File: config.mk
export PLATFORM = sky130hd
export DESIGN_NAME = gray_counter
export DESIGN_NICKNAME = d
export VERILOG_FILES = /design/src/rtl/gray_counter.sv
export SDC_FILE = /design/constraint.sdc
export NUM_CORES = 1
export LEC_CHECK = 0
export CAP_MARGIN = 40
export CORE_MARGIN = 4
export CORE_UTILIZATION = 40
export DETAILED_ROUTE_END_ITERATION = 6
export GPL_TIMING_DRIVEN = 0
export PLACE_DENSITY = 0.76
export SLEW_MARGIN = 20
export SYNTH_ARGS = -nofsm -noshare
export SYNTH_HDL_FRONTEND = slang
export SYNTH_SLANG_ARGS = --single-unit
File: constraint.sdc
create_clock -name clk -period 2.3 [get_ports clk]
set_input_delay 0.46 -clock clk [delete_from_list [all_inputs] [get_ports clk]]
set_output_delay 0.46 -clock clk [all_outputs]
set_load 0.005 [all_outputs]
File: src/rtl/gray_counter.sv
// Up/down binary counter that presents its count in binary and Gray form,
// plus an independent registered Gray-to-binary decoder.
module gray_counter #(
    parameter int WIDTH = 4,
    parameter bit WRAP  = 1'b1
) (
    input  logic             clk,
    input  logic             rst,
    input  logic             en,
    input  logic             up,
    input  logic             load,
    input  logic [WIDTH-1:0] load_bin,
    output logic [WIDTH-1:0] bin_out,
    output logic [WIDTH-1:0] gray_out,
    output logic             wrap,
    output logic             at_limit,
    input  logic [WIDTH-1:0] gray_in,
    input  logic             gray_in_vld,
    output logic [WIDTH-1:0] dec_bin,
    output logic             dec_vld
);

    localparam logic [WIDTH-1:0] MAX_VAL = {WIDTH{1'b1}};
    localparam logic [WIDTH-1:0] MIN_VAL = {WIDTH{1'b0}};
    localparam logic [WIDTH-1:0] ONE     = {{(WIDTH-1){1'b0}}, 1'b1};

    logic [WIDTH-1:0] bin_q, bin_d;
    logic [WIDTH-1:0] gray_q, gray_d;
    logic             wrap_q, wrap_d;
    logic [WIDTH-1:0] dec_bin_q, dec_bin_d;
    logic             dec_vld_q, dec_vld_d;
    logic [WIDTH-1:0] dec_calc;

    // Next count: load beats en; at either end WRAP chooses wrap-around or hold.
    always_comb begin
        bin_d  = bin_q;
        wrap_d = 1'b0;
        if (load) begin
            bin_d = load_bin;
        end else if (en) begin
            if (up) begin
                if (bin_q == MAX_VAL) begin
                    if (WRAP) begin
                        bin_d  = MIN_VAL;
                        wrap_d = 1'b1;
                    end
                end else begin
                    bin_d = bin_q + ONE;
                end
            end else begin
                if (bin_q == MIN_VAL) begin
                    if (WRAP) begin
                        bin_d  = MAX_VAL;
                        wrap_d = 1'b1;
                    end
                end else begin
                    bin_d = bin_q - ONE;
                end
            end
        end
    end

    // Gray code is derived from the next binary value so both registers stay in step.
    always_comb begin
        gray_d = bin_d ^ (bin_d >> 1);
    end

    // Each binary bit is the XOR of all Gray bits at or above it; written as
    // independent reductions so synthesis can build balanced trees.
    always_comb begin
        dec_calc = '0;
        for (int i = 0; i < WIDTH; i++) begin
            dec_calc[i] = ^(gray_in >> i);
        end
    end

    // gray_in_vld qualifies gray_in; there is no ready, one decode is accepted every cycle.
    always_comb begin
        dec_bin_d = dec_bin_q;
        dec_vld_d = 1'b0;
        if (gray_in_vld) begin
            dec_bin_d = dec_calc;
            dec_vld_d = 1'b1;
        end
    end

    always_ff @(posedge clk) begin
        if (rst) begin
            bin_q     <= '0;
            gray_q    <= '0;
            wrap_q    <= 1'b0;
            dec_bin_q <= '0;
            dec_vld_q <= 1'b0;
        end else begin
            bin_q     <= bin_d;
            gray_q    <= gray_d;
            wrap_q    <= wrap_d;
            dec_bin_q <= dec_bin_d;
            dec_vld_q <= dec_vld_d;
        end
    end

    assign bin_out  = bin_q;
    assign gray_out = gray_q;
    assign wrap     = wrap_q;
    assign at_limit = up ? (bin_q == MAX_VAL) : (bin_q == MIN_VAL);
    assign dec_bin  = dec_bin_q;
    assign dec_vld  = dec_vld_q;

endmodule

==> impl_table.tex <==
\begin{tabular}{lr}
\hline
Metric & Value \\
\hline
\multicolumn{2}{l}{\textbf{Clock tree}} \\
Number of clock sinks & 13 \\
Hold buffers post-CTS & 0 \\
Clock-pin slew reported for the worst setup and hold paths after clock tree synthesis & 70 ps \\
Clock Tree Buf Depth & 2 \\
CTS tree & done \\
CTS Buf Count & 3 \\
Clock root cell & sky130\_fd\_sc\_hd\_\_clkbuf\_4 \\
Total number of H-tree levels & 1 \\
Later-pin clock latency in the skew report & 270 ps \\
\multicolumn{2}{l}{\textbf{Hold path}} \\
Capture endpoint of the worst hold path & dec\_bin[3] \\
Worst min-delay path startpoint & dec\_bin[3] \\
Number of instances on the worst hold path & 2 \\
Worst min-delay path class & flip-flop to flip-flop \\
\multicolumn{2}{l}{\textbf{Worst setup path}} \\
Launching element type of the critical path & flip-flop \\
Critical path type & flip-flop to output pin \\
Highest fanout seen on the critical path & 7 \\
Buffers \& Inverters on Critical Path & 2 \\
Critical path's top delay family & simple AND/OR/NAND/NOR gates \\
Worst-case register-to-register setup slack & 450 ps \\
Required time of the critical path & 1840 ps \\
Worst path cell trace & inv\_2, ha\_2, or3b\_4, o21ai\_2, dlygate4sd2\_1 \\
Data arrival time of the critical path & 1660 ps \\
Delay of the slowest cell on the worst path & 390 ps \\
Worst setup EP type & output pin \\
RR Endpoint & gray\_out[0] \\
R2R Path Start & bin\_out[0] \\
Crit-path slowest cell & sky130\_fd\_sc\_hd\_\_or3b\_4 \\
Length in cells of the worst reg-to-reg path & 7 \\
\multicolumn{2}{l}{\textbf{Timing}} \\
Endpoints failing setup & 0 \\
Worst-case headroom to the max-slew limit & 70.1\% \\
Number of endpoints with negative hold slack in the final report & 0 \\
Period minus WS final & 2120 ps \\
Setup Skew & 7.44 ps \\
Setup TNS & 0 ps \\
Highest attainable clock frequency & 0.471 GHz \\
Tightest Pin Transition & 448 ps \\
Worst hold margin & 494 ps \\
Final-report max-slew violation count & 0 \\
Final cycle utilization of the critical path & 92.4\% \\
RSZ-0062 raised after global routing & no \\
\multicolumn{2}{l}{\textbf{Synth}} \\
Ys flop type & sky130\_fd\_sc\_hd\_\_dfxtp\_1 \\
Number of synthesized register bits & 13 \\
Cell type with the largest total area after synthesis & sky130\_fd\_sc\_hd\_\_dfxtp\_1 \\
Ys Warns & 0 \\
Proportion of netlist area held by the largest area contributor & 37.9\% \\
Synthesized area divided by synthesized cell count & 9.28 sq um \\
Most frequent cell after synthesis & sky130\_fd\_sc\_hd\_\_dfxtp\_1 \\
Post-synthesis async set-or-reset flop share & 0\% \\
Post-synthesis instance total & 74 \\
Sequential fraction of the synthesis area & 37.9\% \\
Net count of the mapped netlist & 90 \\
Commonest cells in the synthesized netlist & 13 x sky130\_fd\_sc\_hd\_\_dfxtp\_1, 11 x sky130\_fd\_sc\_hd\_\_nor2\_1, 4 x sky130\_fd\_sc\_hd\_\_mux2i\_1, 4 x sky130\_fd\_sc\_hd\_\_xnor2\_1 \\
Area of the mapped netlist & 687 sq um \\
Distinct cells, synth & 32 \\
Top post-synthesis cells by area & sky130\_fd\_sc\_hd\_\_dfxtp\_1 38\%, sky130\_fd\_sc\_hd\_\_nor2\_1 6.0\%, sky130\_fd\_sc\_hd\_\_mux2i\_1 5.8\% \\
Number of flops mapped to enable cells by yosys & 0 \\
\multicolumn{2}{l}{\textbf{Route}} \\
Detailed-routing iteration count for the pre-antenna-repair pass & 6 \\
Via count & 625 \\
Wire per inst & 12.9 um \\
Aggregate routed wire length & 1530 um \\
Post-route ant nets & 0 \\
Number of remaining DRC errors & 0 \\
Drt via density & 5.25 \\
DRC marker count from the first detailed-route iteration & 11 \\
\multicolumn{2}{l}{\textbf{Power and ir drop}} \\
Combinational Power Share & 29.6\% \\
Cell area power density & 568 nW/um\^{}2 \\
Flop pwr share & 46.3\% \\
Design internal power & 414 uW \\
P\_sw & 150 uW \\
Part of the power in the clock network & 24.1\% \\
Post-route total power & 564 uW \\
Fraction of power spent switching nets & 26.5\% \\
Maximum vdd ir drop & 457 uV \\
Leakage power figure & 0.000393 uW \\
\multicolumn{2}{l}{\textbf{Global route}} \\
Wire length of the first global-routing pass & 2700 um \\
Antenna violations before repair & 0 \\
GRT Residual Overflow & 0 \\
Via count of the first global-routing pass & 599 \\
GRT Overall Usage & 14.2\% \\
Maximum number of pins on one net before global-route repair & 11 \\
\multicolumn{2}{l}{\textbf{Cells and area}} \\
Fraction of final layout cells sized beyond drive strength 1 & 17.5\% \\
Final antenna diode count & 0 \\
Storage cell area & 263 sq um \\
Synthesis-to-layout area growth & 44.6\% \\
Final core utilization & 63.7\% \\
Finished Layout Cells & 119 \\
Layout fillers & 142 \\
Multi-input logic area & 393 sq um \\
Layout Nets & 120 \\
\multicolumn{2}{l}{\textbf{Floorplanning}} \\
Total Die Area & 2440 sq um \\
Count of pins on the block boundary & 29 \\
Area of the core & 1560 sq um \\
Site Rows & 14 \\
Initial cell density of the core & 44.1\% \\
Horiz. Die Dim & 49.4 um \\
Die boundary height & 49.4 um \\
\multicolumn{2}{l}{\textbf{Run status}} \\
Run status & finished clean \\
\multicolumn{2}{l}{\textbf{Flow run}} \\
Count of max-cap constraint violations & 0 \\
\multicolumn{2}{l}{\textbf{Placed design}} \\
Post-placement cell count & 115 \\
RD Place Congestion & 0.770 \\
Half-perimeter wire length of the detailed placement result & 1190 um \\
IO buf count & 25 \\
\hline
\end{tabular}
[metal layers]
metal	part of all wire [%]	vias up	wire [um]	GRT usage, %
met5	0	-	0	0
met4	0.39	0	6	5.53
met3	4.1	2	63	4.59
met2	52	16	792	24.8
met1	44	286	670	15.9
li1	-	321	-	-
[final cells by class]
cell class                      instances  area share (%)
Buffer                                  5            3.15
Timing Repair Buffer                   25            25.1
Tap cell                               16            2.02
Multi-Input combinational cell         53            39.5
Clock buffer                            4            2.64
Inverter                                3            1.13
Sequential cell                        13            26.4
[state kept, by name, indices dropped and copies added (netlist names)]
signal    cells
dec_vld       1
bin_out       4
dec_bin       4
gray_out      3
wrap          1
[worst min-delay path, cell delays in order (launching register included)]
cell                      delay [ps]
sky130_fd_sc_hd__dfxtp_1         320
sky130_fd_sc_hd__mux2i_1          60
sky130_fd_sc_hd__nor2_1           70
[how the worst max path moves through the flow]
stage,start,endpoint,slack [ps],cells past startpoint
final,bin_out[0],at_limit,180,5
after global routing,bin_out[0],at_limit,80,5
after CTS,bin_out[0],at_limit,160,5
after detailed placement,bin_out[1],at_limit,30,5
after global placement,bin_out[0],at_limit,70,5
after floorplan,bin_out[0],gray_out[2],530,7
[repair_timing]
action	in CTS	in global routing
setup buffers	0	0
setup endpoints to repair	1	0
resized for setup	8	0
[stage by stage]
step	instance area (sq um)	setup WS, ps
2_1_floorplan	687	528
3_3_place_gp	957	71.0
3_5_place_dp	957	33.7
4_1_cts	993	159
5_1_grt	993	77.2
6_report	993	175
[layout by cell type (no fill, tap or decap), types with 2 or more instances in the layout]
cell,count
sky130_fd_sc_hd__a211oi_1,3
sky130_fd_sc_hd__a21oi_1,2
sky130_fd_sc_hd__clkbuf_1,3
sky130_fd_sc_hd__clkbuf_4,3
sky130_fd_sc_hd__clkdlybuf4s50_1,24
sky130_fd_sc_hd__dfxtp_1,11
sky130_fd_sc_hd__dfxtp_2,2
sky130_fd_sc_hd__inv_2,2
sky130_fd_sc_hd__mux2_4,2
sky130_fd_sc_hd__mux2i_1,4
sky130_fd_sc_hd__nand2b_1,2
sky130_fd_sc_hd__nand4_1,2
sky130_fd_sc_hd__nor2_1,11
sky130_fd_sc_hd__nor2b_1,2
sky130_fd_sc_hd__nor3b_1,2
sky130_fd_sc_hd__o21ai_0,2
sky130_fd_sc_hd__xnor2_1,4
sky130_fd_sc_hd__xor2_1,2
[power groups by stage]
stage | Clock [uW] | Combinational [uW] | Sequential (uW)
after CTS | 141 | 170 | 261
final | 136 | 167 | 261
after detailed placement | 0 | 166 | 265
after floorplan | 0 | 84.6 | 265
after global routing | 154 | 184 | 265
after global placement | 0 | 162 | 264
[cells by family after synthesis]
group | after synthesis | share of synthesized area (%)
simple gates | 24 | 18.4
compound gates | 15 | 16.0
flops | 13 | 37.9
buf+inv | 8 | 6.19
xor+xnor | 6 | 7.65
mux | 6 | 10.2
fa+ha+maj | 2 | 3.64
No activity file was read; power rests on OpenSTA's default activity.
